===== config.mk =====
export PLATFORM = sky130hd
export DESIGN_NAME = wb_arbiter
export DESIGN_NICKNAME = d
export VERILOG_FILES = /design/src/rtl/wb_arbiter.sv
export SDC_FILE = /design/constraint.sdc
export NUM_CORES = 1
export LEC_CHECK = 0
export ABC_AREA = 1
export CAP_MARGIN = 10
export CORE_AREA = 2 2 125 127
export CTS_CLUSTER_DIAMETER = 30
export DETAILED_ROUTE_END_ITERATION = 10
export DIE_AREA = 0 0 127 129
export PLACE_DENSITY_LB_ADDON = 0.3
export SYNTH_ARGS = -nofsm -noshare
export SYNTH_HDL_FRONTEND = slang
export SYNTH_SLANG_ARGS = --single-unit

===== constraint.sdc =====
create_clock -name clk_i -period 2.9 [get_ports clk_i]
set_input_delay 0.58 -clock clk_i [delete_from_list [all_inputs] [get_ports clk_i]]
set_output_delay 0.58 -clock clk_i [all_outputs]
set_load 0.1 [all_outputs]

===== src/rtl/wb_arbiter.sv =====
// wb_arbiter: two-master to one-slave Wishbone B4 classic arbiter.
// Whole-cycle (cyc-locked) round-robin grant, plus a strobe timeout that returns err to the owner.
module wb_arbiter #(
    parameter int unsigned TIMEOUT    = 1024,
    parameter int unsigned ADDR_WIDTH = 32,
    parameter int unsigned DATA_WIDTH = 32
) (
    input  logic                    clk_i,
    input  logic                    rst_i,

    input  logic                    m0_cyc_i,
    input  logic                    m0_stb_i,
    input  logic                    m0_we_i,
    input  logic [ADDR_WIDTH-1:0]   m0_adr_i,
    input  logic [DATA_WIDTH/8-1:0] m0_sel_i,
    input  logic [DATA_WIDTH-1:0]   m0_dat_i,
    output logic [DATA_WIDTH-1:0]   m0_dat_o,
    output logic                    m0_ack_o,
    output logic                    m0_err_o,
    output logic                    m0_rty_o,

    input  logic                    m1_cyc_i,
    input  logic                    m1_stb_i,
    input  logic                    m1_we_i,
    input  logic [ADDR_WIDTH-1:0]   m1_adr_i,
    input  logic [DATA_WIDTH/8-1:0] m1_sel_i,
    input  logic [DATA_WIDTH-1:0]   m1_dat_i,
    output logic [DATA_WIDTH-1:0]   m1_dat_o,
    output logic                    m1_ack_o,
    output logic                    m1_err_o,
    output logic                    m1_rty_o,

    output logic                    s_cyc_o,
    output logic                    s_stb_o,
    output logic                    s_we_o,
    output logic [ADDR_WIDTH-1:0]   s_adr_o,
    output logic [DATA_WIDTH/8-1:0] s_sel_o,
    output logic [DATA_WIDTH-1:0]   s_dat_o,
    input  logic [DATA_WIDTH-1:0]   s_dat_i,
    input  logic                    s_ack_i,
    input  logic                    s_err_i,
    input  logic                    s_rty_i,

    output logic [1:0]              grant_o
);

    localparam int unsigned CNT_W = (TIMEOUT != 0) ? $clog2(TIMEOUT + 1) : 1;
    localparam logic [CNT_W-1:0] CNT_LAST = CNT_W'((TIMEOUT != 0) ? TIMEOUT - 1 : 0);

    typedef enum logic [1:0] {
        IDLE = 2'd0,
        M0   = 2'd1,
        M1   = 2'd2
    } owner_t;

    owner_t           owner, owner_nxt, last, cur;
    logic [CNT_W-1:0] cnt, cnt_nxt;
    logic             tmo, tmo_nxt, tmo_act, waiting;

    // Reset masks the bus immediately, so an aborted cycle sends no termination.
    assign cur     = rst_i ? IDLE : owner;
    assign tmo_act = tmo & ~rst_i;

    assign m0_dat_o = s_dat_i;
    assign m1_dat_o = s_dat_i;
    assign grant_o  = {cur == M1, cur == M0};

    always_comb begin
        s_cyc_o  = 1'b0;
        s_stb_o  = 1'b0;
        s_we_o   = 1'b0;
        s_adr_o  = '0;
        s_sel_o  = '0;
        s_dat_o  = '0;
        m0_ack_o = 1'b0;
        m0_err_o = 1'b0;
        m0_rty_o = 1'b0;
        m1_ack_o = 1'b0;
        m1_err_o = 1'b0;
        m1_rty_o = 1'b0;
        case (cur)
            M0: begin
                s_cyc_o  = m0_cyc_i;
                s_stb_o  = m0_stb_i & ~tmo_act;
                s_we_o   = m0_we_i;
                s_adr_o  = m0_adr_i;
                s_sel_o  = m0_sel_i;
                s_dat_o  = m0_dat_i;
                m0_ack_o = s_ack_i & ~tmo_act;
                m0_err_o = s_err_i | tmo_act;
                m0_rty_o = s_rty_i & ~tmo_act;
            end
            M1: begin
                s_cyc_o  = m1_cyc_i;
                s_stb_o  = m1_stb_i & ~tmo_act;
                s_we_o   = m1_we_i;
                s_adr_o  = m1_adr_i;
                s_sel_o  = m1_sel_i;
                s_dat_o  = m1_dat_i;
                m1_ack_o = s_ack_i & ~tmo_act;
                m1_err_o = s_err_i | tmo_act;
                m1_rty_o = s_rty_i & ~tmo_act;
            end
            default: ;
        endcase
    end

    assign waiting = s_cyc_o & s_stb_o & ~(s_ack_i | s_err_i | s_rty_i);

    always_comb begin
        owner_nxt = owner;
        case (owner)
            IDLE: begin
                if (m0_cyc_i && m1_cyc_i)
                    owner_nxt = (last == M1) ? M0 : M1;
                else if (m0_cyc_i)
                    owner_nxt = M0;
                else if (m1_cyc_i)
                    owner_nxt = M1;
            end
            M0:      if (!m0_cyc_i) owner_nxt = IDLE;
            M1:      if (!m1_cyc_i) owner_nxt = IDLE;
            default: owner_nxt = IDLE;
        endcase

        // Forcing stb low during the tmo cycle clears the counter without a separate path.
        cnt_nxt = '0;
        tmo_nxt = 1'b0;
        if (TIMEOUT != 0 && waiting && owner_nxt == owner) begin
            cnt_nxt = cnt + CNT_W'(1);
            tmo_nxt = (cnt == CNT_LAST);
        end
    end

    always_ff @(posedge clk_i) begin
        if (rst_i) begin
            owner <= IDLE;
            last  <= M1;
            cnt   <= '0;
            tmo   <= 1'b0;
        end else begin
            owner <= owner_nxt;
            if (owner == IDLE && owner_nxt != IDLE)
                last <= owner_nxt;
            cnt <= cnt_nxt;
            tmo <= tmo_nxt;
        end
    end

endmodule


# == Word level (Yosys, flattened, before mapping) ==
# Index checks and enable logic that the tools add are counted.
# op_classes
n_mux,20
n_reduce_logical,6
add_sub_neg,1
n_eq_ne,7
bitwise,14
# ops
op,count
32-bit case mux with 2 select lines,2
2-bit two-way mux,7
11-bit by 1-bit adder with 11-bit output (second input constant),1
11-bit by 10-bit equality test with 1-bit output (second input constant),1
4-bit case mux with 2 select lines,1
1-bit bitwise AND,7
2-bit equality test (second input constant),3
1-bit two-way mux,6
1-bit case mux with 2 select lines,3
2-bit case mux with 3 select lines,1
2-bit by 1-bit equality test with 1-bit output (second input constant),2
1-bit inverter,4
1-bit logical AND,3
1-bit bitwise OR,3
2-bit equality test,1
2-bit logical NOT,1
2-bit nonzero test,1
2-bit OR reduction,1
# word_totals
input_bits,179
register_bits,16

# == Longest topological paths before layout ==
# Gate-level depths: netlist of run 1.
# depth
word_depth,10
ltp_mapped,14

# == Least setup slack after synthesis of run 1 ==
# Ideal clock, no wire load.
# synth_path
path_kind,input to output
from,input rst_i
to,output s_dat_o[20]
required_time_ns,2.320
path_slack_ns,-1.420
t_arrival_ns,3.740
stages,7
cell_sequence,nor2_1 > ha_1 > buf_2 > buf_2 > buf_2 > nand2_1 > a21oi_1
# synth_via
elab_chain_len,3
elab_cells_between_ends,4
# synth_lines
item,line,text
start: declaration,9,"input logic rst_i,"
2-bit two-way mux,61,assign cur = rst_i ? IDLE : owner;
2-bit equality test,--,
via grant_o[1],44,output logic [1:0] grant_o
32-bit case mux with 2 select lines,81,case (cur)
end: declaration,38,"output logic [DATA_WIDTH-1:0] s_dat_o,"
# The timed path passes the listed nets, and every way through them passes these cells.

# == Worst setup path in the final report of run 1 ==
# layout_path
from,input rst_i
to,output s_stb_o
# layout_via
elab_chain_len,5
elab_cells_between_ends,9
# layout_lines
item,line,text
1-bit inverter,62,assign tmo_act = tmo & ~rst_i;
1-bit bitwise AND,62,
1-bit inverter,"84, 95",
1-bit bitwise AND (on tied branches),"95, 84",
1-bit case mux with 2 select lines *,81,
end: declaration,34,"output logic s_stb_o,"
# Every way passes the cells marked *; elsewhere a longest branch is shown, timed or not.

==> results of run 1 <==
-- Yosys cell counts (all sizes together) --
master | n | area, um^2
nand3 | 8 | 45.0
buf | 78 | 548
a21oi | 74 | 382
inv | 24 | 90.1
nor2 | 34 | 175
xnor2 | 1 | 8.76
nor3 | 2 | 21.3
o21bai | 1 | 7.51
clkbuf | 11 | 41.3
nand4 | 3 | 18.8
nand2 | 169 | 654
xor2 | 5 | 43.8
dfxtp | 16 | 320
o21ai | 3 | 18.8
ha | 3 | 37.5
-- final cells by class --
| type | count | area [um^2] | share of cell area, % |
|---|---|---|---|
| inverters | 24 | 90.1 | 1.42 |
| clock buffers | 4 | 88.8 | 1.40 |
| flip-flops and latches | 16 | 320 | 5.03 |
| repair buffers | 245 | 3370 | 52.9 |
| multi-input cells | 303 | 2260 | 35.5 |
| well taps | 188 | 235 | 3.70 |
-- power breakdown --
| group | switching [mW] | internal [mW] |
|---|---|---|
| Sequential | 0.00442 | 0.226 |
| Combinational | 0.401 | 0.350 |
| Clock | 0.0841 | 0.209 |
| Total | 0.489 | 0.785 |
-- worst min path at each step --
stage	startpoint	to	slack (ns)	cells after the start
after floorplan	cnt[0]$_SDFF_PP0_	cnt[0]$_SDFF_PP0_	0.42	1
after global placement	last[1]$_SDFFE_PP1P_	last[1]$_SDFFE_PP1P_	0.43	2
after detailed placement	cnt[0]$_SDFF_PP0_	cnt[0]$_SDFF_PP0_	0.44	1
after CTS	cnt[0]$_SDFF_PP0_	cnt[0]$_SDFF_PP0_	0.45	1
after global routing	cnt[0]$_SDFF_PP0_	cnt[0]$_SDFF_PP0_	0.47	1
final	last[1]$_SDFFE_PP1P_	last[1]$_SDFFE_PP1P_	0.44	2
-- cells by family (layout without fill, tap and decap cells) --
logic type | Yosys count | count (layout) | synth area share [%]
xor gates and xnor gates | 6 | 6 | 2.18
adders and majority gates | 3 | 3 | 1.56
buffers and inverters | 113 | 273 | 28.2
and+or+nand+nor | 216 | 216 | 37.9
AOI/OAI and AO/OA | 78 | 78 | 16.9
DFF | 16 | 16 | 13.3
-- critical path, stage by stage --
cell,delay [ns]
dlymetal6s2s_1,0.17
nor2_1,0.23
inv_1,0.11
ha_4,0.23
buf_12,0.17
inv_2,0.10
nand2_1,0.09
nand2_2,0.08
nor2_4,0.04
buf_12,0.15
-- sequential cells by signal, summed over array words and instances, names as in the netlist --
name	count
tmo	1
owner	2
last	2
cnt	11
-- metal layers --
layer	global-route usage (%)	routed length [um]	part of all wire, %
met3	2.79	949	7.6
met2	27.3	6780	54
met4	1.42	47	0.37
met5	0	0	0
met1	15.5	4770	38
-- stage by stage --
step                      power (mW)  setup slack, ns  setup TNS (ns)
after floorplan                 1.02          -0.0114          -0.454
after global placement         0.974         -0.00715         -0.0143
after detailed placement       0.980          0.00224               0
after CTS                       1.28          -0.0123         -0.0491
after global routing            1.33            0.235               0
final                           1.27            0.347               0
-- repair_timing --
action	4_1_cts	5_1_grt
gates resized for setup	0	3
endpoints found under the hold margin	0	0
endpoints found under the setup margin	10	67
gates cloned	0	2
==> flow_summary.ini, run 1 <==
[finish]
utilization_pct = 42.5
instances_no_fill = 780
final_cell_mix = nand2_1 (164), clkdlybuf4s50_1 (145), buf_12 (90), a21oi_4 (71), inv_1 (22)
layout.nets = 775
drive_gt1_share_pct = 34.6
final_common_cell = nand2_1
area_delta_synth_final_pct = 164
insertedDiodeCount = 0
fillers = 1424
finish.instance_area_um2 = 6360

[placement]
place_inst = 774
gp_congestion = 0.803
place_area_um2 = 6210
portBuffers = 225
place_hpwl_um = 10100

[worst_setup_path]
startpoint = rst_i
r2r_slack_ns = 0.86
critPathMaxFanout = 18
r2r_cells = 12
critPathKind = in -> out
crit_path_start_kind = input port
timing.rr.end = cnt[4]$_SDFF_PP0_
critical_path_required_ns = 2.32
cp-endpoint = s_stb_o
crit_path_end_kind = output pin
worstReg2RegStart = owner[0]$_SDFF_PP0_
crit_arrival_ns = 1.97

[drt]
first_iter_violations = 88
drc_errors = 0
viasPerCell = 4.12
vias = 3215
ant_nets = 0
wl_per_cell_um = 16.1
wl_um = 12500
first_pass_iters = 4

[timing]
fin_skew_ns = 0.00323
maxSlewHeadroom_pct = 70.4
setup_viol = 0
finalCriticalPeriod_ns = 2.55
finalHoldViolCount = 0
drv_slew = 0
timing.fmax_mhz = 392
min_period_over_period_pct = 88.0
worst_pin_slew_ns = 0.444
whs_ns = 0.445
rsz0062_at_grt = no

[clock_network]
cts_setup_buffers = 0
cts_tree = built
cts.sinks = 16
path_clk_slew_ns = 0.05
cts-root-buf = clkbuf_16
numCtsBuffers = 3
htree_levels = 1
cts_max_path_buffers = 2
cts_hold_buffers = 0
worstSkewPairLatency_ns = 0.24

[synth]
synth-warning-count = 0
ys_seq_area_share_pct = 13.3
syn-num-nets = 614
synth.avg_cell_area_um2 = 5.58
synthesis.area_um2 = 2410
synthCells = 432
synth_seq_cells = 16
ys_types = 27

[min_path]
hold_class = reg -> reg

[floorplan]
core_um2 = 15000
die-area_um2 = 16400
start_util_pct = 16.1
rows = 45
die_w_um = 127
io_pins = 322
dieHeight_um = 129

[grt]
grt_max_degree = 38
antenna_found_initial = 0
grt_overflow_total = 0
groute.usage.overall_pct = 13.7
grt_pass1_vias = 3394
grt_pass1_wl_um = 18000

[status]
outcome = complete, no violations

[power_and_ir_drop]
p_per_area_nw_per_um2 = 200
ir_worst_vdd_uv = 199
p_leak_nw = 1.96

[run]
cap_violations = 0
(Power assumes the default switching activity.)
==> run 2: changes to the inputs <==
--- a/config.mk
+++ b/config.mk
@@ -9,6 +9,7 @@
 export CAP_MARGIN = 10
 export CORE_AREA = 2 2 125 127
 export CTS_CLUSTER_DIAMETER = 30
+export CTS_CLUSTER_SIZE = 30
 export DETAILED_ROUTE_END_ITERATION = 10
 export DIE_AREA = 0 0 127 129
 export PLACE_DENSITY_LB_ADDON = 0.3
==> results of run 2 <==
Same layout as run 1: the final DEF is identical, and so are final timing and power.
